<file path="src/rtl/adder_pkg.sv">
// adder_pkg: shared definitions for the segmented add/subtract unit.
//   state_t  - FSM state encoding (IDLE=0, RUN=1, DONE=2)
//   nseg_of  - number of segments for a given operand width and segment width
//   idx_w_of - width of the segment index counter (at least 1 bit)
package adder_pkg;

  typedef enum logic [1:0] {
    IDLE = 2'd0,
    RUN  = 2'd1,
    DONE = 2'd2
  } state_t;

  // Guarded against seg_w < 1 so the derivation itself never divides by
  // zero; the top rejects such a parameter set explicitly.
  function automatic int nseg_of(input int width, input int seg_w);
    return (seg_w > 0) ? (width / seg_w) : 1;
  endfunction

  function automatic int idx_w_of(input int nseg);
    return (nseg > 1) ? $clog2(nseg) : 1;
  endfunction

endpackage

</file>
<file path="src/rtl/seq_adder_nbit_seg.sv">
// seg_adder: combinational SEG_W-bit ripple-carry slice.
//   x, y : segment operands
//   ci   : carry into the least significant bit
//   s    : segment sum
//   co   : carry out of the most significant bit
module seg_adder #(
  parameter int SEG_W = 4
) (
  input  logic [SEG_W-1:0] x,
  input  logic [SEG_W-1:0] y,
  input  logic             ci,
  output logic [SEG_W-1:0] s,
  output logic             co
);

  logic [SEG_W:0] c;

  assign c[0] = ci;

  for (genvar gi = 0; gi < SEG_W; gi++) begin : g_bit
    assign s[gi]   = x[gi] ^ y[gi] ^ c[gi];
    assign c[gi+1] = (x[gi] & y[gi]) | (c[gi] & (x[gi] ^ y[gi]));
  end

  assign co = c[SEG_W];

endmodule

</file>
<file path="src/rtl/seq_adder_nbit.sv">
// seq_adder_nbit: multi-cycle add/subtract unit, one SEG_W-bit segment per
// clock with the carry held in a register between segments.
//   clk, rst_n          : clock (rising edge), asynchronous active-low reset
//   in_valid / in_ready : operand handshake for a, b, c_in, sub
//   sub                 : 0 -> a + b + c_in, 1 -> a - b - c_in
//   out_valid/out_ready : result handshake for sum, c_out, overflow, zero
//   c_out               : raw carry out of the MSB (in sub mode 1 = no borrow)
//   overflow            : two's-complement signed overflow
//   zero                : sum == 0
//   busy                : high while computing or holding a result
module seq_adder_nbit
  import adder_pkg::*;
#(
  parameter int WIDTH = 16,
  parameter int SEG_W = 4
) (
  input  logic             clk,
  input  logic             rst_n,
  input  logic             in_valid,
  output logic             in_ready,
  input  logic [WIDTH-1:0] a,
  input  logic [WIDTH-1:0] b,
  input  logic             c_in,
  input  logic             sub,
  output logic             out_valid,
  input  logic             out_ready,
  output logic [WIDTH-1:0] sum,
  output logic             c_out,
  output logic             overflow,
  output logic             zero,
  output logic             busy
);

  localparam int NSEG  = nseg_of(WIDTH, SEG_W);
  localparam int IDX_W = idx_w_of(NSEG);
  localparam int MSB   = WIDTH - 1;

  if (SEG_W < 1) begin : g_bad_seg_w
    $error("seq_adder_nbit: SEG_W must be at least 1");
  end else if ((WIDTH % SEG_W) != 0) begin : g_bad_width
    $error("seq_adder_nbit: WIDTH must be a multiple of SEG_W");
  end

  state_t            state_reg;
  logic [IDX_W-1:0]  idx_reg;
  logic              carry_reg;
  logic [WIDTH-1:0]  a_reg;
  logic [WIDTH-1:0]  b_reg;      // already inverted for subtraction
  logic [WIDTH-1:0]  acc_reg;    // partial sum, kept off the outputs
  logic [WIDTH-1:0]  sum_reg;
  logic              c_out_reg;
  logic              overflow_reg;
  logic              zero_reg;
  logic              in_ready_reg;
  logic              out_valid_reg;
  logic              busy_reg;

  logic [SEG_W-1:0]  a_seg [NSEG];
  logic [SEG_W-1:0]  b_seg [NSEG];
  logic [WIDTH-1:0]  acc_next;
  logic [SEG_W-1:0]  seg_s;
  logic              seg_co;
  logic              last_seg;
  logic              overflow_next;

  // Segment views of the latched operands, plus the accumulator with the
  // current segment replaced by the slice result.
  for (genvar gi = 0; gi < NSEG; gi++) begin : g_seg
    assign a_seg[gi] = a_reg[gi*SEG_W +: SEG_W];
    assign b_seg[gi] = b_reg[gi*SEG_W +: SEG_W];
    assign acc_next[gi*SEG_W +: SEG_W] =
      (idx_reg == IDX_W'(gi)) ? seg_s : acc_reg[gi*SEG_W +: SEG_W];
  end

  seg_adder #(.SEG_W(SEG_W)) u_seg (
    .x  (a_seg[idx_reg]),
    .y  (b_seg[idx_reg]),
    .ci (carry_reg),
    .s  (seg_s),
    .co (seg_co)
  );

  assign last_seg = (idx_reg == IDX_W'(NSEG - 1));

  // Operands of equal sign producing a result of the other sign. b_reg is
  // the effective addend, so this holds for subtraction as well.
  assign overflow_next = (a_reg[MSB] == b_reg[MSB]) && (acc_next[MSB] != a_reg[MSB]);

  always_ff @(posedge clk or negedge rst_n) begin
    if (!rst_n) begin
      state_reg     <= IDLE;
      idx_reg       <= '0;
      carry_reg     <= 1'b0;
      a_reg         <= '0;
      b_reg         <= '0;
      acc_reg       <= '0;
      sum_reg       <= '0;
      c_out_reg     <= 1'b0;
      overflow_reg  <= 1'b0;
      zero_reg      <= 1'b0;
      in_ready_reg  <= 1'b1;
      out_valid_reg <= 1'b0;
      busy_reg      <= 1'b0;
    end else begin
      case (state_reg)
        IDLE: begin
          if (in_valid && in_ready_reg) begin
            a_reg        <= a;
            b_reg        <= sub ? ~b : b;
            // a - b - c_in == a + ~b + (1 - c_in)
            carry_reg    <= c_in ^ sub;
            idx_reg      <= '0;
            state_reg    <= RUN;
            in_ready_reg <= 1'b0;
            busy_reg     <= 1'b1;
          end
        end
        RUN: begin
          acc_reg   <= acc_next;
          carry_reg <= seg_co;
          if (last_seg) begin
            sum_reg       <= acc_next;
            c_out_reg     <= seg_co;
            overflow_reg  <= overflow_next;
            zero_reg      <= (acc_next == '0);
            out_valid_reg <= 1'b1;
            idx_reg       <= '0;
            state_reg     <= DONE;
          end else begin
            idx_reg <= idx_reg + IDX_W'(1);
          end
        end
        DONE: begin
          if (out_ready) begin
            out_valid_reg <= 1'b0;
            busy_reg      <= 1'b0;
            in_ready_reg  <= 1'b1;
            state_reg     <= IDLE;
          end
        end
        default: begin
          state_reg     <= IDLE;
          out_valid_reg <= 1'b0;
          busy_reg      <= 1'b0;
          in_ready_reg  <= 1'b1;
        end
      endcase
    end
  end

  assign in_ready  = in_ready_reg;
  assign out_valid = out_valid_reg;
  assign busy      = busy_reg;
  assign sum       = sum_reg;
  assign c_out     = c_out_reg;
  assign overflow  = overflow_reg;
  assign zero      = zero_reg;

endmodule

</file>
<file path="config.mk">
export PLATFORM = sky130hd
export DESIGN_NAME = seq_adder_nbit
export DESIGN_NICKNAME = d
export VERILOG_FILES = /design/src/rtl/adder_pkg.sv /design/src/rtl/seq_adder_nbit_seg.sv /design/src/rtl/seq_adder_nbit.sv
export SDC_FILE = /design/constraint.sdc
export NUM_CORES = 1
export LEC_CHECK = 0
export CAP_MARGIN = 20
export CORE_UTILIZATION = 50
export CTS_BUF_LIST = sky130_fd_sc_hd__clkbuf_2 sky130_fd_sc_hd__clkbuf_4 sky130_fd_sc_hd__clkbuf_8
export DETAILED_ROUTE_END_ITERATION = 8
export GPL_ROUTABILITY_DRIVEN = 0
export PLACE_DENSITY = 0.76
export SYNTH_ARGS = -nofsm -noshare
export SYNTH_HDL_FRONTEND = slang
export SYNTH_SLANG_ARGS = --single-unit
</file>
<file path="constraint.sdc">
create_clock -name clk -period 4.5 [get_ports clk]
set_clock_uncertainty 0.15 [all_clocks]
set_input_delay 1.35 -clock clk [delete_from_list [all_inputs] [get_ports clk]]
set_output_delay 1.35 -clock clk [all_outputs]
set_load 0.05 [all_outputs]
</file>
# Yosys cells after proc, flatten, opt, wreduce, memory -nomap -nowiden
# Cells that the tools add are included.
# W data, S select, Z words.
[classes] n_addsub=1 n_lt_le_gt_ge=1 eq_ne=10 mux=28 n_bitwise=25 n_reduce_logical=12
[ops] operator="$mux W4" n=8
[ops] operator="$bmux W4 S2" n=2
[ops] operator="$logic_not A16 Y1" n=1
[ops] operator="$mux W16" n=1
[ops] operator="$not A16 Y16" n=1
[ops] operator="$mux W2" n=5
[ops] operator="$pmux W1 S3" n=3
[ops] operator="$reduce_and A3 Y1" n=3
[ops] operator="$xor A1 B1 Y1" n=9
[ops] operator="$and A1 B1 Y1" n=8
[ops] operator="$eq A2 B2 Y1 const B" n=3
[ops] operator="$mux W1" n=6
[ops] operator="$ne A2 B2 Y1 const B" n=3
[ops] operator="$pmux W2 S3" n=1
[ops] operator="$reduce_and A2 Y1" n=3
[ops] operator="$eq A2 B1 Y1 const B" n=2
[ops] operator="$logic_not A2 Y1" n=2
[ops] operator="$or A1 B1 Y1" n=4
[ops] operator="$pmux W2 S2" n=1
[ops] operator="$ge A3 B3 Y1 const B" n=1
[ops] operator="$not A2 Y3" n=1
[ops] operator="$add A2 B1 Y2 const B" n=1
[ops] operator="$logic_and A1 B1 Y1" n=2
[ops] operator="$not A1 Y1" n=2
[ops] operator="other kinds (4)" n=4
[word_totals] ff_bits=75 in_bits=38 output_inout_bits=22 wordCells=90

# Depth between registers and ports, before layout
# Gate-level depths: netlist of the first run.
[logic_depth] ltp_word=15 mapped_depth=11 ltp_nobuf=10

# By module
# Synthesis of the first run repeated with hierarchy kept, for this count alone.
[hier_totals] cells_unflattened=296 hier_area_um2=3403.3
[by_module_without_submodules] module="seq_adder_nbit" n_inst=1 cells_each=282 area_per_inst_um2=3285.7 seq_area_each_um2=1778.0
[by_module_without_submodules] module="seg_adder" n_inst=1 cells_each=14 area_per_inst_um2=117.6 seq_area_each_um2=0.0

# Worst setup path after synthesis of the first run
# OpenSTA, ideal clock, no wires.
[synth_timing] kind="register to register" from="reg idx_reg[0]" to="reg zero_reg (netlist: zero)" setup_time_ns=0.092 arrival_time_ns=3.464 required_ns=4.258 slack_ns=0.795 path_stages_with_launch=11 n_path_buf=2 period_less_slack_ns=3.705 path_cell_list="dfrtp_1 buf_2 mux4_2 fa_1 fa_1 fa_1 buf_6 or3b_1 nor4_2 o221ai_1 o31ai_2"
[synth_via] elab_chain_len=14 word_cells_on_any_way=34 cone_classes="eq/ne (3); mux (10); bitwise (18); reduce/logical (3)"
[synth_lines] element="from (decl)" line_no="seq_adder_nbit.sv:45" source="logic [IDX_W-1:0] idx_reg;"
[synth_lines] element="from (signal assigned)" line_no="seq_adder_nbit.sv:130" source="idx_reg <= idx_reg + IDX_W'(1);"
[synth_lines] element="$not A2 Y3 (not written as such)" line_no="seq_adder_nbit.sv:76, seq_adder_nbit.sv:77"
[synth_lines] element="$bmux W4 S2 (on tied branches)" line_no="seq_adder_nbit.sv:76, seq_adder_nbit.sv:77"
[synth_lines] element="$mux W4 (on tied branches) (2 in a row)" line_no="seq_adder_nbit.sv:76, seq_adder_nbit.sv:77"
[synth_lines] element="$xor A1 B1 Y1" line_no="seq_adder_nbit_seg.sv:21, seq_adder_nbit_seg.sv:22"
[synth_lines] element="$and A1 B1 Y1" line_no="seq_adder_nbit_seg.sv:22" source="assign c[gi+1] = (x[gi] & y[gi]) | (c[gi] & (x[gi] ^ y[gi]));"
[synth_lines] element="$or A1 B1 Y1" line_no="seq_adder_nbit_seg.sv:22"
[synth_lines] element="$and A1 B1 Y1" line_no="seq_adder_nbit_seg.sv:22"
[synth_lines] element="$or A1 B1 Y1" line_no="seq_adder_nbit_seg.sv:22"
[synth_lines] element="$and A1 B1 Y1" line_no="seq_adder_nbit_seg.sv:22"
[synth_lines] element="$or A1 B1 Y1" line_no="seq_adder_nbit_seg.sv:22"
[synth_lines] element="$xor A1 B1 Y1" line_no="seq_adder_nbit_seg.sv:21" source="assign s[gi] = x[gi] ^ y[gi] ^ c[gi];"
[synth_lines] element="$mux W4" line_no="seq_adder_nbit.sv:72" source="(idx_reg == IDX_W'(gi)) ? seg_s : acc_reg[gi*SEG_W +: SEG_W];"
[synth_lines] element="$logic_not A16 Y1" line_no="seq_adder_nbit.sv:125" source="zero_reg <= (acc_next == '0);"
[synth_lines] element="to (signal assigned)" line_no="seq_adder_nbit.sv:125"
[synth_lines] element="to (decl)" line_no="seq_adder_nbit.sv:53" source="logic zero_reg;"
# Several ways; a longest one is shown, not always the timed one. The select of a mux whose other input is x is not followed.
# A chain may end at the register's enable or synchronous reset.

# Worst setup path in the final report of the first run
# Ends and elaborated chain as after synthesis.

==> summary.txt, run 1 <==
Outcome
  – Outcome: complete, but fails checks
  – Failing checks: DRC

Placed design
  – Port bufs: 59
  – DP Area: 0.00397 mm^2
  – Placed insts: 440
  – Placed wire-length estimate: 4.62 mm

Critical path
  – Critical path class: flop to flop
  – CP dominant cell by count: fa_1
  – WP data arrival: 3950 ps
  – Worst Setup Start Kind: flop
  – Worst path cell trace: mux4_2 -> fa_1 -> fa_1 -> fa_1 -> or3b_1 -> nor4_2 -> o221ai_1 -> o31ai_2
  – CP required: 4610 ps
  – Critical-path maximum fanout: 9
  – CP max stage delay: 580 ps
  – CP endpoint kind: flop
  – Worst path slowest cell: fa_1

Clocking
  – Post-CTS Setup Bufs: 0
  – CTS tree: yes
  – Num CTS Buffers: 9
  – Clk_lat worst skew: 350 ps
  – Clock transition at path regs: 70 ps
  – Hold Buf Count CTS: 0
  – CTS sink cnt: 71
  – Root buffer cell: clkbuf_8
  – Number of H-tree levels: 3
  – Clk buf depth: 2
  – Post-CTS resize count: 0

Yosys
  – Syn Nets: 366
  – Netlist cell types: 35
  – Main area contributors after synthesis: dfrtp_1 52%, nand2_1 11%, mux4_2 5.4%
  – Sequential-to-total area share from yosys stat: 53.1%
  – Async set-reset flop share out of synthesis: 100%
  – Synth Instances: 320
  – Synth Flop Type: dfrtp_1
  – Synth Register Bits: 71
  – Top cell type's share of synthesized area: 52.3%
  – Post-synth EDFFs: 0
  – Yosys warning count: 0
  – Post-synthesis cell area: 0.00335 mm^2
  – Synth area leader: dfrtp_1
  – Mapped Avg Cell Area: 10.5 um^2

Global route
  – First-pass GRT wire length: 11.8 mm
  – Pin count of the biggest net entering global routing: 53
  – Total gr overflow: 0
  – Initial antenna violation count: 0
  – Total Routing Usage GR: 21.6%
  – Vias in the first global route: 2451

Power
  – Reg power frac: 33.9%
  – Net switching power: 1.35 mW
  – Switching share of power: 42.1%
  – Part of the power in the clock network: 16.8%
  – Power density cells: 766 mW/mm^2
  – Leakage power: 1.90 nW
  – Internal power: 1.86 mW
  – Comb power frac: 49.3%
  – Max VDD drop: 0.354 mV

STA
  – Fmax: 260 MHz
  – Period utilization: 85.3%
  – Max-slew headroom: 42.2%
  – RSZ-0062 raised after global routing: false
  – Final Setup Violations: 0
  – Final hold viol count: 0
  – Clock period minus final worst setup slack: 3840 ps
  – Slew Viols, Final: 0
  – Slew @ Worst Pin: 865 ps
  – Setup TNS Final: 0 ps

Cells and area
  – Commonest non-fill, non-tap cells in the layout: 99 x nand2_1, 70 x dfrtp_1, 58 x clkdlybuf4s50_1
  – Number of nets in the layout: 421
  – Ant diodes: 0
  – Layout cell share with drive strength beyond 1: 11.8%
  – Most common cell after layout, fill and taps aside: nand2_1
  – Fill cells: 510
  – Synthesis-to-layout area growth: 24.9%
  – Design Area, Final: 0.00419 mm^2
  – Layout Cells excl Fill: 457

Flow run
  – Max-cap violations: 0

Drt
  – Antenna-violating nets left: 0
  – WL per Instance: 14.2 um
  – WL final: 6.49 mm
  – Drt drc: 8
  – Vias: 2403
  – TritonRoute pass-1 iters: 6
  – Vias per cell: 5.26
  – Drt first-iter violations: 100

Floorplanning
  – Die Width: 83.9 um
  – Die H: 83.9 um
  – Initial Util: 52.2%
  – Site Rows: 29
  – Die area: 0.00703 mm^2
  – Core ar.: 0.00642 mm^2
  – Total I/O pin count: 60

Hold path
  – Class of the worst hold path: flop to flop
final cells by class:
type | count | area (um^2) | share of cell area (%)
sequential | 71 | 1780 | 42.5
multi-input combinational | 221 | 1440 | 34.5
clock buffer | 13 | 173 | 4.12
inverter | 7 | 26.3 | 0.628
timing repair buffer | 65 | 631 | 15.1
clock inverter | 3 | 40.0 | 0.956
tap | 77 | 96.3 | 2.30
worst paths after layout:
kind / depth (start not counted) / slack, ps / to / startpoint
setup / recovery: 8 / 660 / zero / idx_reg[0]
hold / removal: 2 / 330 / sum[12] / sum[12]
setup reg to reg: 8 / 660 / zero / idx_reg[0]
hold reg to reg: 2 / 330 / sum[12] / sum[12]
max in group asynchronous: 2 / 2530 / acc_reg[11] / rst_n
min in group asynchronous: 1 / 910 / sum[5] / rst_n
Yosys cell counts, types with 3 or more instances:
library cell  number
o21ai_0           32
nor2_1             6
xnor2_1           17
mux4_2             8
nand2_1           99
nand3_1            3
mux2i_1            9
a21oi_1            4
clkbuf_1           6
buf_2             14
fa_1               4
ha_1               4
inv_1              7
dfrtp_1           70
mux2_2            11
power by group through the flow:
stage | Combinational, mW | Sequential, mW | Clock [mW]
detailed placement | 1.58 | 1.10 | 0
global route | 1.75 | 1.13 | 0.583
CTS | 1.60 | 1.09 | 0.551
finish | 1.58 | 1.09 | 0.539
global placement | 1.55 | 1.09 | 0
floorplan | 0.943 | 1.30 | 0
layer usage:
layer	vias to the layer above	track usage, %	part of all wire, %	routed length [um]
li1	1171	-	-	-
met1	1162	28.8	45	2920
met2	60	34.9	50	3220
met3	10	4.45	3.4	221
met4	0	8.46	1.8	118
met5	-	0	0	0
kinds of logic (layout without fill, tap and decap cells):
group                      count (synthesis)  count (layout)  share of synthesized area (%)
muxes                                     28              28                           11.8
adders and majority gates                  8               8                           3.88
buffers and inverters                     28              88                           3.88
AOI/OAI and AO/OA                         48              48                           8.21
and+or+nand+nor                          120             120                           14.7
xor gates and xnor gates                  17              17                           4.44
DFF                                       71              71                           53.1
worst max-delay path: cells and delay by family, from the launching register on:
kind            cells  cell delay [ps]
mux                 1              570
flops               1              560
compound gates      2              360
simple gates        2              710
fa+ha+maj           3             1400
per-stage QoR:
stage | hold slack (ps) | util (%) | power, mW | worst slack (ps)
after floorplan | 290 | - | 2.24 | 795
after global placement | 308 | 61.8 | 2.64 | 799
after detailed placement | 312 | 61.8 | 2.69 | 684
after CTS | 329 | 65.1 | 3.24 | 639
after global routing | 348 | 65.2 | 3.46 | 480
final | 327 | 65.2 | 3.21 | 661
Note: power is estimated with default switching activity, not from simulation.
==> inputs of run 2 (changes only) <==
==> constraint.sdc (replaced) <==
create_clock -name clk -period 4.5 [get_ports clk]
set_clock_uncertainty 0.15 [all_clocks]
set_input_delay 0.9 -clock clk [delete_from_list [all_inputs] [get_ports clk]]
set_output_delay 0.9 -clock clk [all_outputs]
set_load 0.05 [all_outputs]
==> run 2 against run 1 <==
Clock power decreased by 11%. First-iteration DRC count is 20% higher. Cell area is 1.2% lower. Sequential power hardly changed. The run still ends with DRC left. Largest cell class unchanged. Fmax barely moved.
==> summary.txt, run 2 (same netlist as run 1, synthesis figures left out) <==
Outcome
  – Outcome: complete, but fails checks (unchanged)
  – Failing checks: DRC (unchanged)

Drt
  – WL final: 6.44 mm (was 6.49 mm)
  – Antenna-violating nets left: 0 (unchanged)
  – Drt drc: 8 (unchanged)
  – DR WL met3: 219 um (was 221 um)
  – Metal2 WL: 3.18 mm (was 3.22 mm)
  – Drt first-iter violations: 120 (was 100)
  – Vias: 2396 (was 2403)
  – TritonRoute pass-1 iters: 6 (unchanged)
  – Vias per cell: 5.28 (was 5.26)
  – WL per Instance: 14.2 um (about the same)
  – Top sig layer: met4 (unchanged)
  – Met1 Routed Length: 2.96 mm (was 2.92 mm)

Clocking
  – Number of H-tree levels: 3 (unchanged)
  – CTS sink cnt: 71 (unchanged)
  – Post-CTS resize count: 0 (unchanged)
  – Num CTS Buffers: 9 (unchanged)
  – Hold Buf Count CTS: 0 (unchanged)
  – Clk_lat worst skew: 340 ps (was 350 ps)
  – Clk buf depth: 2 (unchanged)
  – Clock transition at path regs: 80 ps (was 70 ps)
  – Post-CTS Setup Bufs: 0 (unchanged)
  – CTS tree: yes (unchanged)
  – Root buffer cell: clkbuf_8 (unchanged)

Hold path
  – Min-delay src: sum[13] (was sum[12])
  – Worst Hold Endpoint: sum[13] (was sum[12])
  – Class of the worst hold path: flop to flop (unchanged)
  – Hold depth: 2 (unchanged)

Flow run
  – Max-cap violations: 0 (unchanged)

Critical path
  – CP required: 4600 ps (was 4610 ps)
  – CP endpoint kind: flop (unchanged)
  – Critical-path maximum fanout: 9 (unchanged)
  – WP data arrival: 3950 ps (about the same)
  – R2R setup slack: 660 ps (about the same)
  – Worst Setup Start Kind: flop (unchanged)
  – Reg2reg end: zero (unchanged)
  – Worst r2r path cells: 8 (unchanged)
  – Critical path class: flop to flop (unchanged)
  – Reg-to-reg critical path startpoint: idx_reg[0] (unchanged)

Cells and area
  – Layout cell share with drive strength beyond 1: 11.1% (was 11.8%)
  – Layout Cells excl Fill: 454 (was 457)
  – Synthesis-to-layout area growth: 23.5% (was 24.9%)
  – Commonest non-fill, non-tap cells in the layout: 99 x nand2_1, 70 x dfrtp_1, 58 x clkdlybuf4s50_1 (unchanged)
  – Ant diodes: 0 (unchanged)
  – Most common cell after layout, fill and taps aside: nand2_1 (unchanged)
  – Number of nets in the layout: 418 (was 421)
  – Final core utilization: 64.4% (was 65.2%)

STA
  – Fmax: 260 MHz (about the same)
  – Clock period minus final worst setup slack: 3840 ps (about the same)
  – Setup TNS Final: 0 ps (unchanged)
  – Final Setup Violations: 0 (unchanged)
  – Period utilization: 85.4% (was 85.3%)
  – Slew Viols, Final: 0 (unchanged)
  – RSZ-0062 raised after global routing: false (unchanged)
  – Slew @ Worst Pin: 1050 ps (was 865 ps)
  – Max-slew headroom: 30.3% (was 42.2%)
  – Final hold viol count: 0 (unchanged)

Global route
  – Total gr overflow: 0 (unchanged)
  – Total Routing Usage GR: 20.5% (was 21.6%)
  – First-pass GRT wire length: 11.2 mm (was 11.8 mm)
  – Initial antenna violation count: 0 (unchanged)
  – Pin count of the biggest net entering global routing: 37 (was 53)
  – Vias in the first global route: 2360 (was 2451)

Floorplanning
  – Total I/O pin count: 60 (unchanged)
  – Die area: 0.00703 mm^2 (unchanged)
  – Initial Util: 52.2% (unchanged)
  – Die H: 83.9 um (unchanged)
  – Die Width: 83.9 um (unchanged)
  – Site Rows: 29 (unchanged)
  – Core ar.: 0.00642 mm^2 (unchanged)

Power
  – Max VDD drop: 0.372 mV (was 0.354 mV)
  – Power density cells: 763 mW/mm^2 (was 766 mW/mm^2)
  – Leakage power: 1.87 nW (was 1.90 nW)

Placed design
  – Placed wire-length estimate: 4.54 mm (was 4.62 mm)
  – Port bufs: 59 (unchanged)
  – Placed insts: 438 (was 440)
==> run 2: cell types whose count changed in the layout (fill, tap and decap cells not counted), sizes merged <==
cell,delta
clkinv,-1
clkbuf,+2
buf,-3
bufinv,-1
==> run 2: worst max path at each step <==
| stage | to | startpoint | cells after the start | slack, ps |
|---|---|---|---|---|
| 2_1_floorplan | zero | idx_reg[0] | 10 | 790 |
| 4_1_cts | zero | idx_reg[0] | 8 | 620 |
| 5_1_grt | zero | idx_reg[0] | 8 | 470 |
| 3_5_place_dp | zero | idx_reg[0] | 8 | 640 |
| 6_report | zero | idx_reg[0] | 8 | 660 |
| 3_3_place_gp | zero | idx_reg[0] | 8 | 760 |
==> run 2: per-stage QoR <==
stage | setup WS, ps | cell area, um^2 | hold WS [ps] | power, mW
global placement | 758 | 3950 | 308 | 2.64
floorplan | 795 | 3350 | 290 | 2.24
detailed placement | 639 | 3950 | 314 | 2.68
global route | 469 | 4140 | 343 | 3.36
CTS | 615 | 4140 | 330 | 3.17
finish | 659 | 4140 | 324 | 3.16
==> run 2: worst max-delay path, stage by stage (launching register included) <==
cell and delay, ps:
dfrtp_1 580, mux4_2 580, fa_1 420, fa_1 400, fa_1 600, or3b_1 440
nor4_2 220, o221ai_1 160, o31ai_2 200
==> run 2: layout make-up <==
class	count	area, um^2
clock buffers	15	181
repair buffers	62	608
inverters	7	26.3
well taps	77	96.3
fillers	520	2280
multi-input cells	221	1440
clock inverters	1	5.00
flip-flops and latches	71	1780
==> run 2: where the power goes <==
part	internal (mW)	leakage (nW)	switching (mW)
Clock	0.255	0.101	0.223
Sequential	0.912	0.900	0.198
Combinational	0.637	0.867	0.934
Total	1.80	1.87	1.35
==> run 2: routing by layer <==
layer  track usage (%)  vias up
met5                 0        -
met4              6.11        0
met3              5.64        8
met2              32.7       46
met1              27.6     1167
li1                  -     1175
